File: config.mk
export PLATFORM = sky130hd
export DESIGN_NAME = seg7_capture_flat
export DESIGN_NICKNAME = d
export VERILOG_FILES = /design/src/rtl/seg7_capture_if.sv /design/src/rtl/seg7_capture.sv /design/src/flat_wrapper.sv
export SDC_FILE = /design/constraint.sdc
export NUM_CORES = 1
export LEC_CHECK = 0
export ABC_AREA = 1
export BUFFER_PORTS_ARGS = -buffer_cell sky130_fd_sc_hd__buf_2
export CAP_MARGIN = 20
export CORE_MARGIN = 5
export CORE_UTILIZATION = 49
export DETAILED_ROUTE_END_ITERATION = 7
export HOLD_SLACK_MARGIN = 0.06
export PLACE_DENSITY_LB_ADDON = 0.3
export SLEW_MARGIN = 5
export SYNTH_ARGS = -nofsm -noshare
export SYNTH_HDL_FRONTEND = slang
export SYNTH_SLANG_ARGS = --single-unit
File: constraint.sdc
create_clock -name clk -period 1.2 [get_ports clk]
set_input_delay 0.24 -clock clk [delete_from_list [all_inputs] [get_ports clk]]
set_output_delay 0.24 -clock clk [all_outputs]
set_load 0.02 [all_outputs]
File: src/rtl/seg7_capture_if.sv
// Glyph bus and digit handshake between a 7-segment source/consumer and seg7_capture.
// The master drives glyphs and digit_ready; the slave (capture block) returns the decoded digit.
interface seg7_capture_if;
   logic [6:0] seg_in;
   logic       seg_strobe;
   logic [3:0] digit_out;
   logic       digit_valid;
   logic       digit_ready;

   modport master (
      output seg_in,
      output seg_strobe,
      output digit_ready,
      input  digit_out,
      input  digit_valid
   );

   modport slave (
      input  seg_in,
      input  seg_strobe,
      input  digit_ready,
      output digit_out,
      output digit_valid
   );
endinterface

File: src/rtl/seg7_capture.sv
// Debounces an active-low 7-segment glyph bus, decodes it to BCD and accumulates digits.
// Optional macro SEG7_CAPTURE_ALT_GLYPH_EN: also accept the alternate 6, 7 and 9 glyphs.
module seg7_capture #(
   parameter int unsigned STABLE_CYCLES = 4,
   parameter int unsigned DIGITS        = 2
) (
   input  logic                  clk,
   input  logic                  reset,
   seg7_capture_if.slave         bus,
   input  logic                  clear,
   output logic                  invalid_err,
   output logic [4*DIGITS-1:0]   bcd_value,
   output logic [3:0]            value_count,
   output logic                  busy
);

   typedef enum logic [1:0] {
      IDLE,
      SETTLE,
      DECODE,
      EMIT
   } state_t;

   typedef struct packed {
      logic       legal;
      logic       blank;
      logic [3:0] digit;
   } glyph_t;

   localparam logic [3:0] STABLE_N = 4'(STABLE_CYCLES);
   localparam logic [3:0] DIGITS_N = 4'(DIGITS);

   // Segment order {a,b,c,d,e,f,g}, 0 = lit.
   function automatic glyph_t decode_glyph(input logic [6:0] g);
      glyph_t r;
      r = '{legal: 1'b0, blank: 1'b0, digit: 4'd0};
      case (g)
         7'b0000001: r = '{legal: 1'b1, blank: 1'b0, digit: 4'd0};
         7'b1001111: r = '{legal: 1'b1, blank: 1'b0, digit: 4'd1};
         7'b0010010: r = '{legal: 1'b1, blank: 1'b0, digit: 4'd2};
         7'b0000110: r = '{legal: 1'b1, blank: 1'b0, digit: 4'd3};
         7'b1001100: r = '{legal: 1'b1, blank: 1'b0, digit: 4'd4};
         7'b0100100: r = '{legal: 1'b1, blank: 1'b0, digit: 4'd5};
         7'b0100000: r = '{legal: 1'b1, blank: 1'b0, digit: 4'd6};
         7'b0001111: r = '{legal: 1'b1, blank: 1'b0, digit: 4'd7};
         7'b0000000: r = '{legal: 1'b1, blank: 1'b0, digit: 4'd8};
         7'b0000100: r = '{legal: 1'b1, blank: 1'b0, digit: 4'd9};
`ifdef SEG7_CAPTURE_ALT_GLYPH_EN
         7'b1100000: r = '{legal: 1'b1, blank: 1'b0, digit: 4'd6};
         7'b0001101: r = '{legal: 1'b1, blank: 1'b0, digit: 4'd7};
         7'b0001100: r = '{legal: 1'b1, blank: 1'b0, digit: 4'd9};
`endif
         7'b1111111: r = '{legal: 1'b0, blank: 1'b1, digit: 4'd0};
         default:    r = '{legal: 1'b0, blank: 1'b0, digit: 4'd0};
      endcase
      return r;
   endfunction

   state_t     state;
   state_t     state_next;
   logic [6:0] shadow;
   logic [6:0] shadow_next;
   logic [3:0] cnt;
   logic [3:0] cnt_next;
   logic       emit_load;
   logic       err_set;
   logic       xfer;
   glyph_t     glyph;

   logic [4*DIGITS-1:0] bcd_shifted;

   assign glyph = decode_glyph(shadow);

   // NOTE: every signal assigned in this block gets a default first, so no path can infer a latch.
   always_comb begin
      state_next  = state;
      shadow_next = shadow;
      cnt_next    = cnt;
      emit_load   = 1'b0;
      err_set     = 1'b0;
      xfer        = 1'b0;
      case (state)
         IDLE: begin
            if (bus.seg_strobe) begin
               shadow_next = bus.seg_in;
               cnt_next    = 4'd1;
               state_next  = (STABLE_N == 4'd1) ? DECODE : SETTLE;
            end
         end
         SETTLE: begin
            if (bus.seg_in == shadow) begin
               cnt_next = cnt + 4'd1;
               if (cnt + 4'd1 == STABLE_N) begin
                  state_next = DECODE;
               end
            end else begin
               // Any glyph change restarts the stability window.
               shadow_next = bus.seg_in;
               cnt_next    = 4'd1;
            end
         end
         DECODE: begin
            if (glyph.legal) begin
               emit_load  = 1'b1;
               state_next = EMIT;
            end else begin
               err_set    = !glyph.blank;
               state_next = IDLE;
            end
         end
         EMIT: begin
            if (bus.digit_ready) begin
               xfer       = 1'b1;
               state_next = IDLE;
            end
         end
         default: state_next = IDLE;
      endcase
   end

   // NOTE: sequential state uses non-blocking assignments so all registers update from pre-edge values.
   always_ff @(posedge clk) begin
      if (reset) begin
         state <= IDLE;
      end else begin
         state <= state_next;
      end
   end

   always_ff @(posedge clk) begin
      if (reset) begin
         shadow          <= 7'h7f;
         cnt             <= 4'd0;
         bus.digit_out   <= 4'd0;
         bus.digit_valid <= 1'b0;
         invalid_err     <= 1'b0;
      end else begin
         shadow      <= shadow_next;
         cnt         <= cnt_next;
         invalid_err <= err_set;
         if (emit_load) begin
            bus.digit_out   <= glyph.digit;
            bus.digit_valid <= 1'b1;
         end else if (xfer) begin
            bus.digit_valid <= 1'b0;
         end
      end
   end

   generate
      if (DIGITS == 1) begin : g_single
         assign bcd_shifted = bus.digit_out;
      end else begin : g_multi
         assign bcd_shifted = {bcd_value[4*DIGITS-5:0], bus.digit_out};
      end
   endgenerate

   // clear beats a transfer on the same edge; reset beats both.
   always_ff @(posedge clk) begin
      if (reset || clear) begin
         bcd_value   <= '0;
         value_count <= 4'd0;
      end else if (xfer) begin
         bcd_value <= bcd_shifted;
         if (value_count < DIGITS_N) begin
            value_count <= value_count + 4'd1;
         end
      end
   end

   assign busy = (state != IDLE);

endmodule

File: src/flat_wrapper.sv
// flat-port wrapper written by rule: the top's interface ports become plain ports
module seg7_capture_flat 
#(
   parameter int unsigned STABLE_CYCLES = 4,
   parameter int unsigned DIGITS        = 2
)
  (clk, reset, clear, invalid_err, bcd_value, value_count, busy, bus_seg_in, bus_seg_strobe, bus_digit_ready, bus_digit_out, bus_digit_valid);
  seg7_capture_if bus_i ();
  input  logic clk;
  input  logic reset;
  input  logic clear;
  output logic invalid_err;
  output logic [4*DIGITS-1:0] bcd_value;
  output logic [3:0] value_count;
  output logic busy;
  input wire logic [$bits(bus_i.seg_in)-1:0] bus_seg_in;
  input wire logic [$bits(bus_i.seg_strobe)-1:0] bus_seg_strobe;
  input wire logic [$bits(bus_i.digit_ready)-1:0] bus_digit_ready;
  output wire logic [$bits(bus_i.digit_out)-1:0] bus_digit_out;
  output wire logic [$bits(bus_i.digit_valid)-1:0] bus_digit_valid;
  assign bus_i.seg_in = bus_seg_in;
  assign bus_i.seg_strobe = bus_seg_strobe;
  assign bus_i.digit_ready = bus_digit_ready;
  assign bus_digit_out = bus_i.digit_out;
  assign bus_digit_valid = bus_i.digit_valid;
  seg7_capture #(.STABLE_CYCLES(STABLE_CYCLES), .DIGITS(DIGITS)) u_core (.clk(clk), .reset(reset), .bus(bus_i), .clear(clear), .invalid_err(invalid_err), .bcd_value(bcd_value), .value_count(value_count), .busy(busy));
endmodule
# --- Yosys cells after proc, flatten, opt, wreduce, memory -nomap -nowiden ---
# Index checks and enable logic that the tools add are counted.
totals:
  regBits: 31
  mem_count: 0
  elab_cells: 63
  romBits: 0
  out_inout_bits: 19
  in_bits: 12
  latchBits: 0
  ramBits: 0
classes:
  div_mod_pow: 0
  multipliers: 0
  bitwise: 1
  n_reduce_logical: 12
  add_sub_neg: 2
  n_mux: 19
  eq_ne: 20
  n_lt_le_gt_ge: 1
  shifts: 0
op_table:
  columns: ["cell", "n"]
  rows:
  - ["one-hot mux 6 bit (11 select lines)", 1]
  - ["== test 7 bit (second input constant)", 3]
  - ["== test 7 x 3 -> 1 bit (second input constant)", 2]
  - ["== test 7 x 6 -> 1 bit (second input constant)", 2]
  - ["2-to-1 mux 7 bit", 2]
  - ["one-hot mux 7 bit (2 select lines)", 1]
  - ["2-to-1 mux 2 bit", 5]
  - ["adder 4 x 1 -> 4 bit (second input constant)", 2]
  - ["2-to-1 mux 4 bit", 2]
  - ["one-hot mux 2 bit (4 select lines)", 1]
  - ["one-hot mux 4 bit (2 select lines)", 1]
  - ["== test 7 x 1 -> 1 bit (second input constant)", 1]
  - ["== test 7 x 4 -> 1 bit (second input constant)", 1]
  - ["== test 7 x 5 -> 1 bit (second input constant)", 1]
  - ["== test 7 bit", 1]
  - ["zero test 7 bit", 1]
  - ["2-to-1 mux 1 bit", 6]
  - ["inequality test 2 bit (second input constant)", 3]
  - ["nonzero test 2 bit", 3]
  - ["== test 2 bit (second input constant)", 2]
  - ["== test 4 x 3 -> 1 bit (second input constant)", 1]
  - ["less-than comparator 4 x 2 -> 1 bit (second input constant)", 1]
  - ["inequality test 2 x 1 -> 1 bit (second input constant)", 2]
  - ["AND reduction 2 bit", 2]
  - ["other kinds (8)", 8]

# --- Longest topological paths before layout ---
logic_depth:
  depth_word: 5
  mapped_depth: 11
  mapped_depth_nobuf: 11

# --- Worst setup path before layout ---
# Ideal clock, no wire load.
synth_path:
  path_kind: "flip-flop to flip-flop"
  start: "register u_core.shadow[3]"
  end: "register u_core.state[0]"
  synth_period_minus_slack_ns: 1.286
  required_time_ns: 1.088
  arrival_time_ns: 1.174
  slack_ns: -0.086
  path_stages_with_launch: 12
  path_buffers: 0
  setup_ns: 0.112
  path_cell_list: "dfxtp_1 > inv_2 > nand2_1 > inv_1 > nand2_1 > nor2_1 > nor2_2 > nand3_4 > nand2_4 > nand2_1 > nor2_1 > nor2_1"
synth_between:
  elab_chain_cells: 4
  elab_cells_between_ends: 17
synth_lines:
  columns: ["element", "line", "source"]
  rows:
  - ["from (decl)", "seg7_capture.sv:61", "logic [6:0] shadow;"]
  - ["from (signal assigned)", "seg7_capture.sv:138", "shadow <= shadow_next;"]
  - ["== test 7 bit (tied with other cells)", "seg7_capture.sv:37", "case (g)"]
  - ["one-hot mux 6 bit (11 select lines)", "seg7_capture.sv:37", null]
  - ["2-to-1 mux 2 bit", "seg7_capture.sv:103", "if (glyph.legal) begin"]
  - ["one-hot mux 2 bit (4 select lines)", "seg7_capture.sv:82", "case (state)"]
  - ["to (signal assigned)", "seg7_capture.sv:126", "state <= state_next;"]
  - ["to (decl)", "seg7_capture.sv:59", "state_t state;"]
# Several ways; a longest one is shown, not always the timed one.
# A chain may end at the register's enable or synchronous reset.

# --- Worst setup path after layout ---
layout_path:
  start: "register u_core.shadow[4]"
  end: "register u_core.bus.digit_out[3]"
layout_between:
  elab_chain_cells: 4
  elab_cells_between_ends: 14
layout_lines:
  columns: ["element", "line", "source"]
  rows:
  - ["== test 7 bit (tied with other cells)", "seg7_capture.sv:37", null]
  - ["one-hot mux 6 bit (11 select lines) (*)", "seg7_capture.sv:37", null]
  - ["2-to-1 mux 1 bit", "seg7_capture.sv:103", null]
  - ["2-to-1 mux 1 bit", "seg7_capture.sv:82", null]
  - ["to (signal assigned)", "seg7_capture.sv:142", "bus.digit_out <= glyph.digit;"]
  - ["to (decl)", "seg7_capture_if.sv:22", "output digit_out,"]
# Every way passes the cells marked *; elsewhere a longest branch is shown, timed or not.

==> metrics.md <==
| Metric | Value |
|---|---|
| Critical path endpoint category | `flip-flop` |
| Cell Count Post-Placement | `345` |
| DIE AREA | `0.00455 mm^2` |
| Internal Pwr Total | `2.44 mW` |
| Slew HR | `77.4%` |
| Via count of the first global-routing pass | `1591` |
| Length of the first detailed-routing pass in iterations | `4` |
| Total Neg Setup Slack | `-4000 ps` |
| Antenna diode count | `0` |
| Layout filler cell count | `228` |
| Switching power of the nets | `1.82 mW` |
| Initial antenna violation count | `0` |
| Number of sinks driven by the clock tree | `31` |
| Class of the most critical setup path | `flip-flop to flip-flop` |
| CP cell instances | `buf_6 -> nor2_4 -> nand2_1 -> nor3_2 -> nor2_2 -> nand3_4 -> buf_6 -> nand3_2 -> nand2_1 -> nor2_1` |
| Post-synth EDFFs | `0` |
| Post-route DRC | `0` |
| Violated checks | `setup timing` |
| Proportion of synthesized chip area in sequential cells | `38.4%` |
| CTS root buf | `clkbuf_4` |
| Fmax | `658 MHz` |
| Required arrival time at the worst endpoint | `1420 ps` |
| Number of buffer and inverter instances along the worst setup path | `2` |
| Pre-CTS setup slack | `-194 ps` |
| H-tree depth | `2` |
| Endpoints failing hold | `0` |
| Portion of total power attributed to the clock network | `14.3%` |
| Pin slew with the least headroom to its limit | `339 ps` |
| Maximum VDD drop | `1.43 mV` |
| Total clock buffers created by CTS | `5` |
| Count of non-filler cells in the finished layout | `366` |
| Number of DRC markers after the initial detailed-route iteration | `97` |
| Per-instance average area after synthesis | `6.54 um^2` |
| TritonCTS clock tree | `yes` |
| Final WS setup | `-320 ps` |
| Count of endpoints failing setup in the final report | `20` |
| Max-cap check violation count | `0` |
| Most common cell after layout, fill and taps aside | `nand2_1` |
| Setup repair after global routing missed its margin | `true` |
| Leakage power summed over all cells | `1.25 nW` |
| Max stage delay on crit path | `380 ps` |
| Share of the clock period used by the worst path | `127%` |
| ANT nets after route | `0` |
| Share of flip-flops with an asynchronous set or reset after synthesis | `0%` |
| Critical path data arrival time | `1740 ps` |
| Total wirelength of the detailed-routed design | `4470 um` |
| Share of total power in sequential cells | `34.8%` |
| Net total in the final layout | `336` |
| Worst Skew | `6.13 ps` |
| Number of synthesized register bits | `31` |
| Net count after synthesis | `261` |
| Final period demand of the worst path | `1520 ps` |
| Average detailed-routed wire length per instance | `12.2 um` |
| Yosys warning total | `0` |
| Die span in y | `67.4 um` |
| Placement Cell Area | `0.00201 mm^2` |
| Clock-pin slew on the worst setup and hold paths | `90 ps` |
| Total of hold buffers inserted after clock tree synthesis | `0` |
| Top library cells by usage in the layout, fill and taps aside | `nand2_1 (71), buf_4 (34), buf_2 (29), inv_1 (23), nor2_1 (22)` |
| Post-DR vias/cell | `4.98` |
| Global router's overall resource usage | `19.9%` |
| Total global routing overflow | `0` |
| Crit-path max FO | `5` |
| Switching part of the total power | `42.8%` |
| Share of cells above drive strength 1 | `46.9%` |
| Row Count | `20` |
| Port buffer count | `30` |
| Post-detailed-placement half-perimeter wirelength | `2830 um` |
| Most used flip-flop cell after synthesis | `dfxtp_1` |
| Via Count | `1821` |
| Post-layout instance area | `0.00243 mm^2` |
| Final Max Slew Viols | `0` |
| Critical-path cell with the highest stage delay | `dfxtp_4` |
| Outcome | `finished with violations` |
| Area of the mapped netlist | `0.00162 mm^2` |
| Maximum number of pins on one net before global-route repair | `12` |
| Insertion delay to the later sink of the worst-skew pair | `330 ps` |
| Portion of total power attributed to combinational logic | `51.0%` |
| Count of boundary I/O pins | `31` |
| RePlAce Congestion | `0.877` |
| Sequential cell area | `651 um^2` |
| Die boundary width | `67.4 um` |
| Multi-input gate area | `0.00103 mm^2` |
| Power density over the cells | `1750 mW/mm^2` |
| Number of buffers on the longest clock path | `2` |
| Global-route wire length before repair | `6840 um` |
| Post-synthesis to final-layout area growth | `50.5%` |
| Distinct cell type count of the synthesized netlist | `27` |
| Area of the core | `0.00310 mm^2` |
| Initial core utilization | `52.1%` |
| Top delay family on crit path | `simple AND/OR/NAND/NOR gates` |
| Worst Hold Class | `input port to flip-flop` |
| Cell count after synthesis | `247` |
| Post-layout power | `4.26 mW` |
| Critical Path Source Type | `flip-flop` |
final timing paths:
| kind | to | start | cells after the start | slack (ps) |
|---|---|---|---|---|
| min | u_core.shadow[3] | bus_seg_in[3] | 3 | 140 |
| max reg2reg | u_core.bus.digit_out[3] | u_core.shadow[4] | 10 | -320 |
| min reg2reg | u_core.value_count[3] | u_core.value_count[3] | 2 | 450 |
| max | u_core.bus.digit_out[3] | u_core.shadow[4] | 10 | -320 |
sequential cells by signal (all words and copies together) (netlist names):
signal,count
u_core.cnt,4
u_core.invalid_err,1
u_core.bus.digit_valid,1
u_core.bcd_value,8
u_core.state,2
u_core.shadow,7
u_core.bus.digit_out,4
u_core.value_count,4
area by class of cell:
cell class                      count  share of cell area [%]
Clock buffer                        6                    2.11
Inverter                           34                    6.02
Tap cell                           44                    2.26
Timing Repair Buffer               71                    20.2
Clock inverter                      1                   0.206
Multi-Input combinational cell    179                    42.5
Sequential cell                    31                    26.7
worst register-to-register path, cell delays in order, from the launching register on:
cell	delay, ps
dfxtp_4	380
buf_6	120
nor2_4	130
nand2_1	80
nor3_2	160
nor2_2	90
nand3_4	130
buf_6	140
nand3_2	60
nand2_1	90
nor2_1	50
cell families (layout without fill, tap and decap cells):
kind of cell / count (synthesis) / count (layout) / synth area share, %
AOI/OAI and AO/OA: 24 / 24 / 8.75
xor gates and xnor gates: 1 / 1 / 0.542
adders and majority gates: 2 / 2 / 1.55
buffers and inverters: 37 / 112 / 9.06
DFF: 31 / 31 / 38.4
and+or+nand+nor: 152 / 152 / 41.7
through the flow:
| stage | hold slack [ps] | utilization (%) |
|---|---|---|
| 2_1_floorplan | 302 | - |
| 3_3_place_gp | 440 | 64.9 |
| 3_5_place_dp | 445 | 64.9 |
| 4_1_cts | 134 | 71.7 |
| 5_1_grt | 147 | 78.4 |
| 6_report | 143 | 78.4 |
timing repair:
action / CTS / global route
setup endpoints to repair: 21 / 33
resized for setup: 38 / 37
gates cloned: 0 / 0
pin swaps: 5 / 15
buffers inserted: 4 / 10
routing by layer:
| metal | part of all wire (%) | wire [um] | track usage (%) | up-vias |
|---|---|---|---|---|
| li1 | - | - | - | 923 |
| met1 | 42 | 1900 | 24.0 | 834 |
| met2 | 50 | 2230 | 33.5 | 44 |
| met3 | 4.6 | 204 | 5.99 | 20 |
| met4 | 3.2 | 144 | 6.84 | 0 |
| met5 | 0 | 0 | 0 | - |
Yosys cell counts, drive strengths merged, types with 2 or more instances:
master  number  area (um^2)
a211oi       2         20.0
dfxtp       31          621
nand3       20          118
nor2        35          144
clkbuf       2         7.51
a21oi       15         78.8
inv         33          124
ha           2         25.0
nor3         6         50.1
nand2       90          350
o21ai        4         20.0
power by group through the flow:
| stage | Combinational, mW | Sequential, mW | Clock (mW) |
|---|---|---|---|
| floorplan | 1.02 | 1.40 | 0 |
| global placement | 1.61 | 1.40 | 0 |
| detailed placement | 1.64 | 1.41 | 0 |
| CTS | 1.83 | 1.46 | 0.625 |
| global route | 2.39 | 1.51 | 0.684 |
| finish | 2.17 | 1.48 | 0.608 |
(Power assumes the default switching activity.)
